--- src/rtl/exc_sched.sv ---
// Exception/interrupt sequencer beside the M stage: owns SR/Cause/EPC, flushes and redirects fetch.
// Define EXC_SCHED_INT_EN to build the external interrupt path (hw_int, SR.IM/IE, Cause.IP).
module exc_sched #(
    parameter logic [31:0] HANDLER_PC = 32'h0000_4180,
    parameter logic [31:0] TEXT_LO    = 32'h0000_3000
) (
    input  logic        clk,
    input  logic        reset_n,
    input  logic        m_valid,
    input  logic        exc_m_req,
    input  logic [6:2]  exc_m_code,
    input  logic [31:0] pc_m,
    input  logic        bd_m,
    input  logic        eret_m,
    input  logic [7:2]  hw_int,
    input  logic        cp0_we,
    input  logic [4:0]  cp0_addr,
    input  logic [31:0] cp0_wdata,
    output logic [31:0] cp0_rdata,
    output logic        flush,
    output logic        redirect_valid,
    input  logic        redirect_ready,
    output logic [31:0] redirect_pc,
    output logic        exl
);

    localparam int unsigned XLEN   = 32;
    localparam int unsigned IRQ_W  = 6;
    localparam int unsigned CODE_W = 5;

    localparam logic [4:0] ADDR_SR    = 5'd12;
    localparam logic [4:0] ADDR_CAUSE = 5'd13;
    localparam logic [4:0] ADDR_EPC   = 5'd14;

    typedef enum logic [1:0] {
        RUN,
        FLUSH,
        REDIR
    } stateE;

    stateE              state;
    logic [IRQ_W-1:0]   srIm;
    logic               srIe;
    logic [IRQ_W-1:0]   causeIp;
    logic               causeBd;
    logic [CODE_W-1:0]  causeCode;
    logic [XLEN-1:0]    epc;
    logic [XLEN-1:0]    target;

    logic               intPend;
    logic               takeExc;
    logic               takeEret;
    logic               cp0Wr;
    logic [CODE_W-1:0]  excCode;
    logic [XLEN-1:0]    epcRaw;
    logic [XLEN-1:0]    epcEntry;
    logic [XLEN-1:0]    epcAligned;
    logic [XLEN-1:0]    epcWrite;

    // Event selection and EPC candidates; interrupts outrank synchronous exceptions.
    always_comb begin
        takeExc    = intPend | (m_valid & exc_m_req);
        excCode    = intPend ? CODE_W'(0) : exc_m_code;
        takeEret   = m_valid & eret_m & exl;
        cp0Wr      = (state == RUN) & ~takeExc & ~takeEret & cp0_we;
        epcRaw     = bd_m ? (pc_m - XLEN'(4)) : pc_m;
        epcEntry   = (epcRaw < TEXT_LO) ? TEXT_LO : epcRaw;
        epcAligned = {cp0_wdata[31:2], 2'b00};
        epcWrite   = (epcAligned < TEXT_LO) ? TEXT_LO : epcAligned;
    end

`ifdef EXC_SCHED_INT_EN
    assign intPend = (|(causeIp & srIm)) & srIe & ~exl;

    // Interrupt lines are re-sampled every cycle, so a held line stays pending.
    always_ff @(posedge clk or negedge reset_n) begin
        if (!reset_n) begin
            causeIp <= '0;
            srIm    <= '0;
            srIe    <= 1'b0;
        end else begin
            causeIp <= hw_int;
            if (cp0Wr && (cp0_addr == ADDR_SR)) begin
                srIm <= cp0_wdata[15:10];
                srIe <= cp0_wdata[0];
            end
        end
    end
`else
    logic unusedIntInputs;

    assign intPend         = 1'b0;
    assign causeIp         = '0;
    assign srIm            = '0;
    assign srIe            = 1'b0;
    assign unusedIntInputs = ^{hw_int, cp0_wdata[0]};
`endif

    // Sequencer: RUN -> FLUSH (one-cycle kill) -> REDIR (hold until fetch accepts).
    always_ff @(posedge clk or negedge reset_n) begin
        if (!reset_n) begin
            state          <= RUN;
            flush          <= 1'b0;
            redirect_valid <= 1'b0;
            redirect_pc    <= '0;
            exl            <= 1'b0;
            causeBd        <= 1'b0;
            causeCode      <= '0;
            epc            <= '0;
            target         <= '0;
        end else begin
            flush <= 1'b0;
            case (state)
                RUN: begin
                    if (takeExc) begin
                        causeCode <= excCode;
                        causeBd   <= bd_m;
                        epc       <= epcEntry;
                        exl       <= 1'b1;
                        target    <= HANDLER_PC;
                        flush     <= 1'b1;
                        state     <= FLUSH;
                    end else if (takeEret) begin
                        exl    <= 1'b0;
                        target <= epc;
                        flush  <= 1'b1;
                        state  <= FLUSH;
                    end else if (cp0Wr) begin
                        if (cp0_addr == ADDR_SR) begin
                            exl <= cp0_wdata[1];
                        end else if (cp0_addr == ADDR_EPC) begin
                            epc <= epcWrite;
                        end
                    end
                end
                FLUSH: begin
                    redirect_valid <= 1'b1;
                    redirect_pc    <= target;
                    state          <= REDIR;
                end
                REDIR: begin
                    if (redirect_ready) begin
                        redirect_valid <= 1'b0;
                        state          <= RUN;
                    end
                end
                default: begin
                    state <= RUN;
                end
            endcase
        end
    end

    // CP0 read port; unimplemented registers and fields read as zero.
    always_comb begin
        cp0_rdata = '0;
        case (cp0_addr)
            ADDR_SR:    cp0_rdata = {16'h0, srIm, 8'h0, exl, srIe};
            ADDR_CAUSE: cp0_rdata = {causeBd, 15'h0, causeIp, 3'h0, causeCode, 2'h0};
            ADDR_EPC:   cp0_rdata = epc;
            default:    cp0_rdata = '0;
        endcase
    end

endmodule

--- config.mk ---
export PLATFORM = sky130hd
export DESIGN_NAME = exc_sched
export DESIGN_NICKNAME = d
export VERILOG_FILES = /design/src/rtl/exc_sched.sv
export SDC_FILE = /design/constraint.sdc
export NUM_CORES = 1
export LEC_CHECK = 0
export CORE_AREA = 2 2 109 111
export CTS_BUF_LIST = sky130_fd_sc_hd__clkbuf_4 sky130_fd_sc_hd__clkbuf_8 sky130_fd_sc_hd__clkbuf_16
export DETAILED_ROUTE_END_ITERATION = 12
export DIE_AREA = 0 0 111 113
export PLACE_DENSITY = 0.84
export SKIP_LAST_GASP = 1
export SYNTH_ARGS = -nofsm -noshare
export SYNTH_HDL_FRONTEND = slang
export SYNTH_SLANG_ARGS = --single-unit
--- constraint.sdc ---
create_clock -name clk -period 2.4 [get_ports clk]
set_input_delay 0.48 -clock clk [delete_from_list [all_inputs] [get_ports clk]]
set_output_delay 0.48 -clock clk [all_outputs]
set_load 0.005 [all_outputs]
## Word-level counts from Yosys, hierarchy flattened

Index checks and enable logic that the tools add are counted.

- Word-level logic and storage cells: 66
- Bits in registers: 107
- Output and inout bits: 67

- Reductions and logical operators: 13
- Magnitude comparators: 2
- Equality and inequality tests: 9
- Mux-type cells: 24
- Bitwise operators: 8
- $add $sub $neg: 1

Operator list:

| cell | number |
|---|---|
| 2-to-1 mux 32 bit | 10 |
| case mux 32 bit (3 select lines) | 1 |
| less-than comparator 32 x 14 -> 1 bit (second input constant) | 2 |
| subtractor 32 x 3 -> 32 bit (second input constant) | 1 |
| == test 5 x 4 -> 1 bit (second input constant) | 3 |
| 2-to-1 mux 1 bit | 8 |
| AND reduction 2 bit | 4 |
| nonzero test 2 bit | 4 |
| bitwise AND 1 bit | 6 |
| 2-to-1 mux 2 bit | 3 |
| inequality test 2 bit (second input constant) | 3 |
| case mux 2 bit (3 select lines) | 1 |
| nonzero test 3 bit | 2 |
| AND reduction 5 bit | 1 |
| inequality test 3 bit (second input constant) | 1 |
| AND reduction 3 bit | 1 |
| == test 2 x 1 -> 1 bit (second input constant) | 1 |
| == test 2 bit (second input constant) | 1 |
| zero test 2 bit | 1 |
| inverter 1 bit | 2 |
| case mux 1 bit (2 select lines) | 1 |

## Logic depth before layout (Yosys ltp)

- Depth in word-level cells: 8
- Mapped depth: 9
- Depth with buffers taken out: 8

## Least setup slack after synthesis

Ideal clock, no wire load.

- Path type: in2reg
- Start: input port pc_m[12]
- End: register epc[4]
- Required time: 2,260 ps
- Buffers on the path: 3
- Library setup time: 140 ps
- Cell stages on the path: 9
- Path slack: 159 ps
- Data arrival time: 2,101 ps
- Path through: clkbuf_1 -> nor3_2 -> nand4_1 -> buf_2 -> nor4_1 -> a211oi_1 -> and4bb_4 -> buf_6 -> o31ai_2

- Longest elaborated chain between the ends: 5

Ends and longest elaborated chain:

| what | line | RTL |
|---|---|---|
| start, declared | 12 | `input logic [31:0] pc_m,` |
| subtractor 32 x 3 -> 32 bit | 66 | `epcRaw = bd_m ? (pc_m - XLEN'(4)) : pc_m;` |
| 2-to-1 mux 32 bit * | 66 |  |
| less-than comparator 32 x 14 -> 1 bit * | 67 | `epcEntry = (epcRaw < TEXT_LO) ? TEXT_LO : epcRaw;` |
| 2-to-1 mux 32 bit * | 67 |  |
| 2-to-1 mux 32 bit * | 115 | `if (takeExc) begin` |
| end signal, assigned | 118 | `epc <= epcEntry;` |
| end signal, assigned | 132 | `epc <= epcWrite;` |
| end, declared | 47 | `logic [XLEN-1:0] epc;` |

Mark *: on every way between the ends. The rest lies on a longest branch, timed or not.
A chain may end at the register's enable or synchronous reset.

## Worst setup path after layout

- Start: input port cp0_addr[4]
- End: output port cp0_rdata[6]

- Longest elaborated chain between the ends: 2
- Elaborated cells between the ends (all ways): 4
- Classes of those cells: eq/ne (3); mux (1)

Ends and longest elaborated chain:

| what | line | RTL |
|---|---|---|
| start, declared | 17 | `input logic [4:0] cp0_addr,` |
| == test 5 x 4 -> 1 bit | 157 | `case (cp0_addr)` |
| case mux 32 bit (3 select lines) * | 157 |  |
| end, declared | 19 | `output logic [31:0] cp0_rdata,` |

Marks and branches as above.

==> metrics.txt <==
status=complete, no violations; worst slew pin tran=0.544 ns; CTS buffer count=9; crit path max fanout=7; Tot GR Track Use=26.5%; chip width=111 um; Relative slew margins=63.4%; syn_nets=589; # setup viols final=0; IO Count=155; Max IR drop VDD=0.483 mV; Detailed Route WL=16900 um; arrival time of the worst setup path=1.91 ns; CORE AREA=11300 um^2; crit path kind=input pin to output pin; Final Hold Vio Count=0; gr ovfl total=0; placed cell areas=7470 um^2; R2R Path Start=state[1]$_DFFE_PN0P_; Req. time, crit path=1.92 ns; post-layout min period=2.39 ns; Clock Skews=0.00977 ns; commonest cells in the netlist=107 x dfrtp_1, 51 x nand2_1, 36 x a22o_1; first-pass GRT wire length=26400 um; final period utilization=99.5%; Max Freq=419 MHz; initial antenna violation count=0; ANT nets after route=0; Avg Inst Size Synth=10.6 um^2; Iteration-0 DRC Markers=375; die height=113 um; first-pass iteration count of the detailed router=5; Syn. warnings=0; Setup TNS=0 ns; flops & latches, synth=107; Final Wtd Congestion=0.888; H-tree levels=3; Yosys top cell area share=50.3%; Post-synth ARST share=100%; share of layout cells above drive strength 1=29.1%; DRC Markers=0; Die ar.=12500 um^2; Design Power=6.70 mW; antenna cells=0; Starting Density=47.2%; Layout area overhead=51.6%; Hold Crit Class=input pin to asynchronous set/reset pin; clock buffer depth=2; WHS=0.0878 ns; Power Dens Cells=831 nW/um^2; clk_lat worst skew=0.35 ns; largest area contributor in the netlist=dfrtp_1; reg2reg end=target[29]$_DFFE_PN0P_; vias in the first global route=5068; crit end category=output pin; Nets=810; Reg2Reg Depth=5; unique cell type count in the Yosys netlist=54; Final Instance Area=8070 um^2; vias per inst=5.85; port bufs=147; post-place setup slack=-0.504 ns; Post-synth EDFFs=0; PnR worst setup slack=0.0130 ns; reg-to-reg setup timing slack=0.30 ns; Filler cells=749; Leak=3.74 nW; count leader, synth=dfrtp_1; Synth Instances=500; detailed placer's ending HPWL=11800 um; Slew Limit Fails=0; # rows=39; CTS root buffer=clkbuf_16; largest cells by area after synthesis=dfrtp_1 50%, mux2_2 6.8%, a22o_1 5.9%, nand2_1 3.6%, and2_1 3.1%; sequential share of the synthesized area=50.3%; CTS tree=built; Post-CTS Hold Buffers=0; largest net degree at the start of global routing=45; Mapped Area=5320 um^2; Synth Flop Type=dfrtp_1; Max Cap Viol=0; Clock transition at path regs=0.07 ns; via count=5077; CTS sink count=107; CP Launch Type=input pin; WL per Instance=19.4 um
-- cell usage in the layout, fill, tap and decap left out, types with 7 or more instances in the layout --
cell type and count:
and3_1 10, xnor2_1 8, a22o_1 36, and2_4 7, o21ai_0 21, dlygate4sd2_1 16, clkbuf_16 9, buf_2 23
inv_1 7, mux2_2 32, buf_4 82, dfrtp_1 107, or3_1 9, clkdlybuf4s50_1 101, nor3_1 11, nor4_1 7
a21oi_1 23, xor2_1 16, nand2_1 51, o31ai_2 8, nor2_1 21, and2_1 19
-- worst max path at each step --
stage | from | end | slack (ns) | cells after the start
after global routing | cp0_addr[4] | cp0_rdata[6] | -0.0009 | 8
final | cp0_addr[4] | cp0_rdata[6] | 0.01 | 8
after CTS | pc_m[23] | epc[12]$_DFFE_PN0P_ | 0.0008 | 8
after detailed placement | pc_m[2] | epc[12]$_DFFE_PN0P_ | -0.50 | 9
after global placement | pc_m[2] | epc[12]$_DFFE_PN0P_ | -0.41 | 9
after floorplan | pc_m[12] | epc[4]$_DFFE_PN0P_ | 0.16 | 9
-- per-layer routing --
layer	share of wire (%)	global-route usage, %
met1	39	33.3
met2	50	45.4
met3	7.1	4.61
met4	3.7	11.4
met5	0	0
-- cells by family after synthesis --
kind of cell	after synthesis	synth area share (%)
fa+ha+maj	1	0.235
compound gates	121	16.6
flops	107	50.3
mux	38	7.90
simple gates	171	17.9
xor+xnor	24	3.95
buf+inv	38	3.01
-- state kept, by name, summed over array words and instances (netlist names) --
| register | count |
|---|---|
| causeBd | 1 |
| causeCode | 5 |
| epc | 32 |
| exl | 1 |
| flush | 1 |
| redirect_pc | 32 |
| redirect_valid | 1 |
| state | 2 |
| target | 32 |
-- power by group --
group          total, mW  internal, mW  switching (mW)
Clock               1.58         0.933           0.644
Sequential          3.11          2.50           0.617
Combinational       2.01          1.20           0.807
-- worst max-delay path, stage by stage --
cell           delay (ns)
dlygate4sd2_1        0.24
nand3b_1             0.22
nor3b_4              0.26
buf_12               0.16
buf_12               0.12
buf_4                0.11
a22o_1               0.18
buf_2                0.14
-- stage by stage --
stage | util [%] | cells
finish | 71.6 | 868
global route | 71.6 | 868
global placement | 66.3 | 837
floorplan | - | 500
detailed placement | 66.3 | 837
CTS | 70.5 | 866
-- final cells by class --
cell class / instances / area (um^2) / share of cell area (%)
Multi-Input combinational cell: 356 / 2670 / 33.1
Timing Repair Buffer: 240 / 2200 / 27.2
Tap cell: 143 / 179 / 2.22
Inverter: 7 / 26.3 / 0.326
Sequential cell: 107 / 2680 / 33.2
Clock inverter: 5 / 77.6 / 0.962
Clock buffer: 10 / 239 / 2.96
-- repair_timing --
item,4_1_cts,5_1_grt
buffers inserted,10,1
endpoints found under the setup margin,46,29
cloned,4,1
pin swaps,7,8
gates resized for setup,127,24
Power figures use the tool's default switching activity.
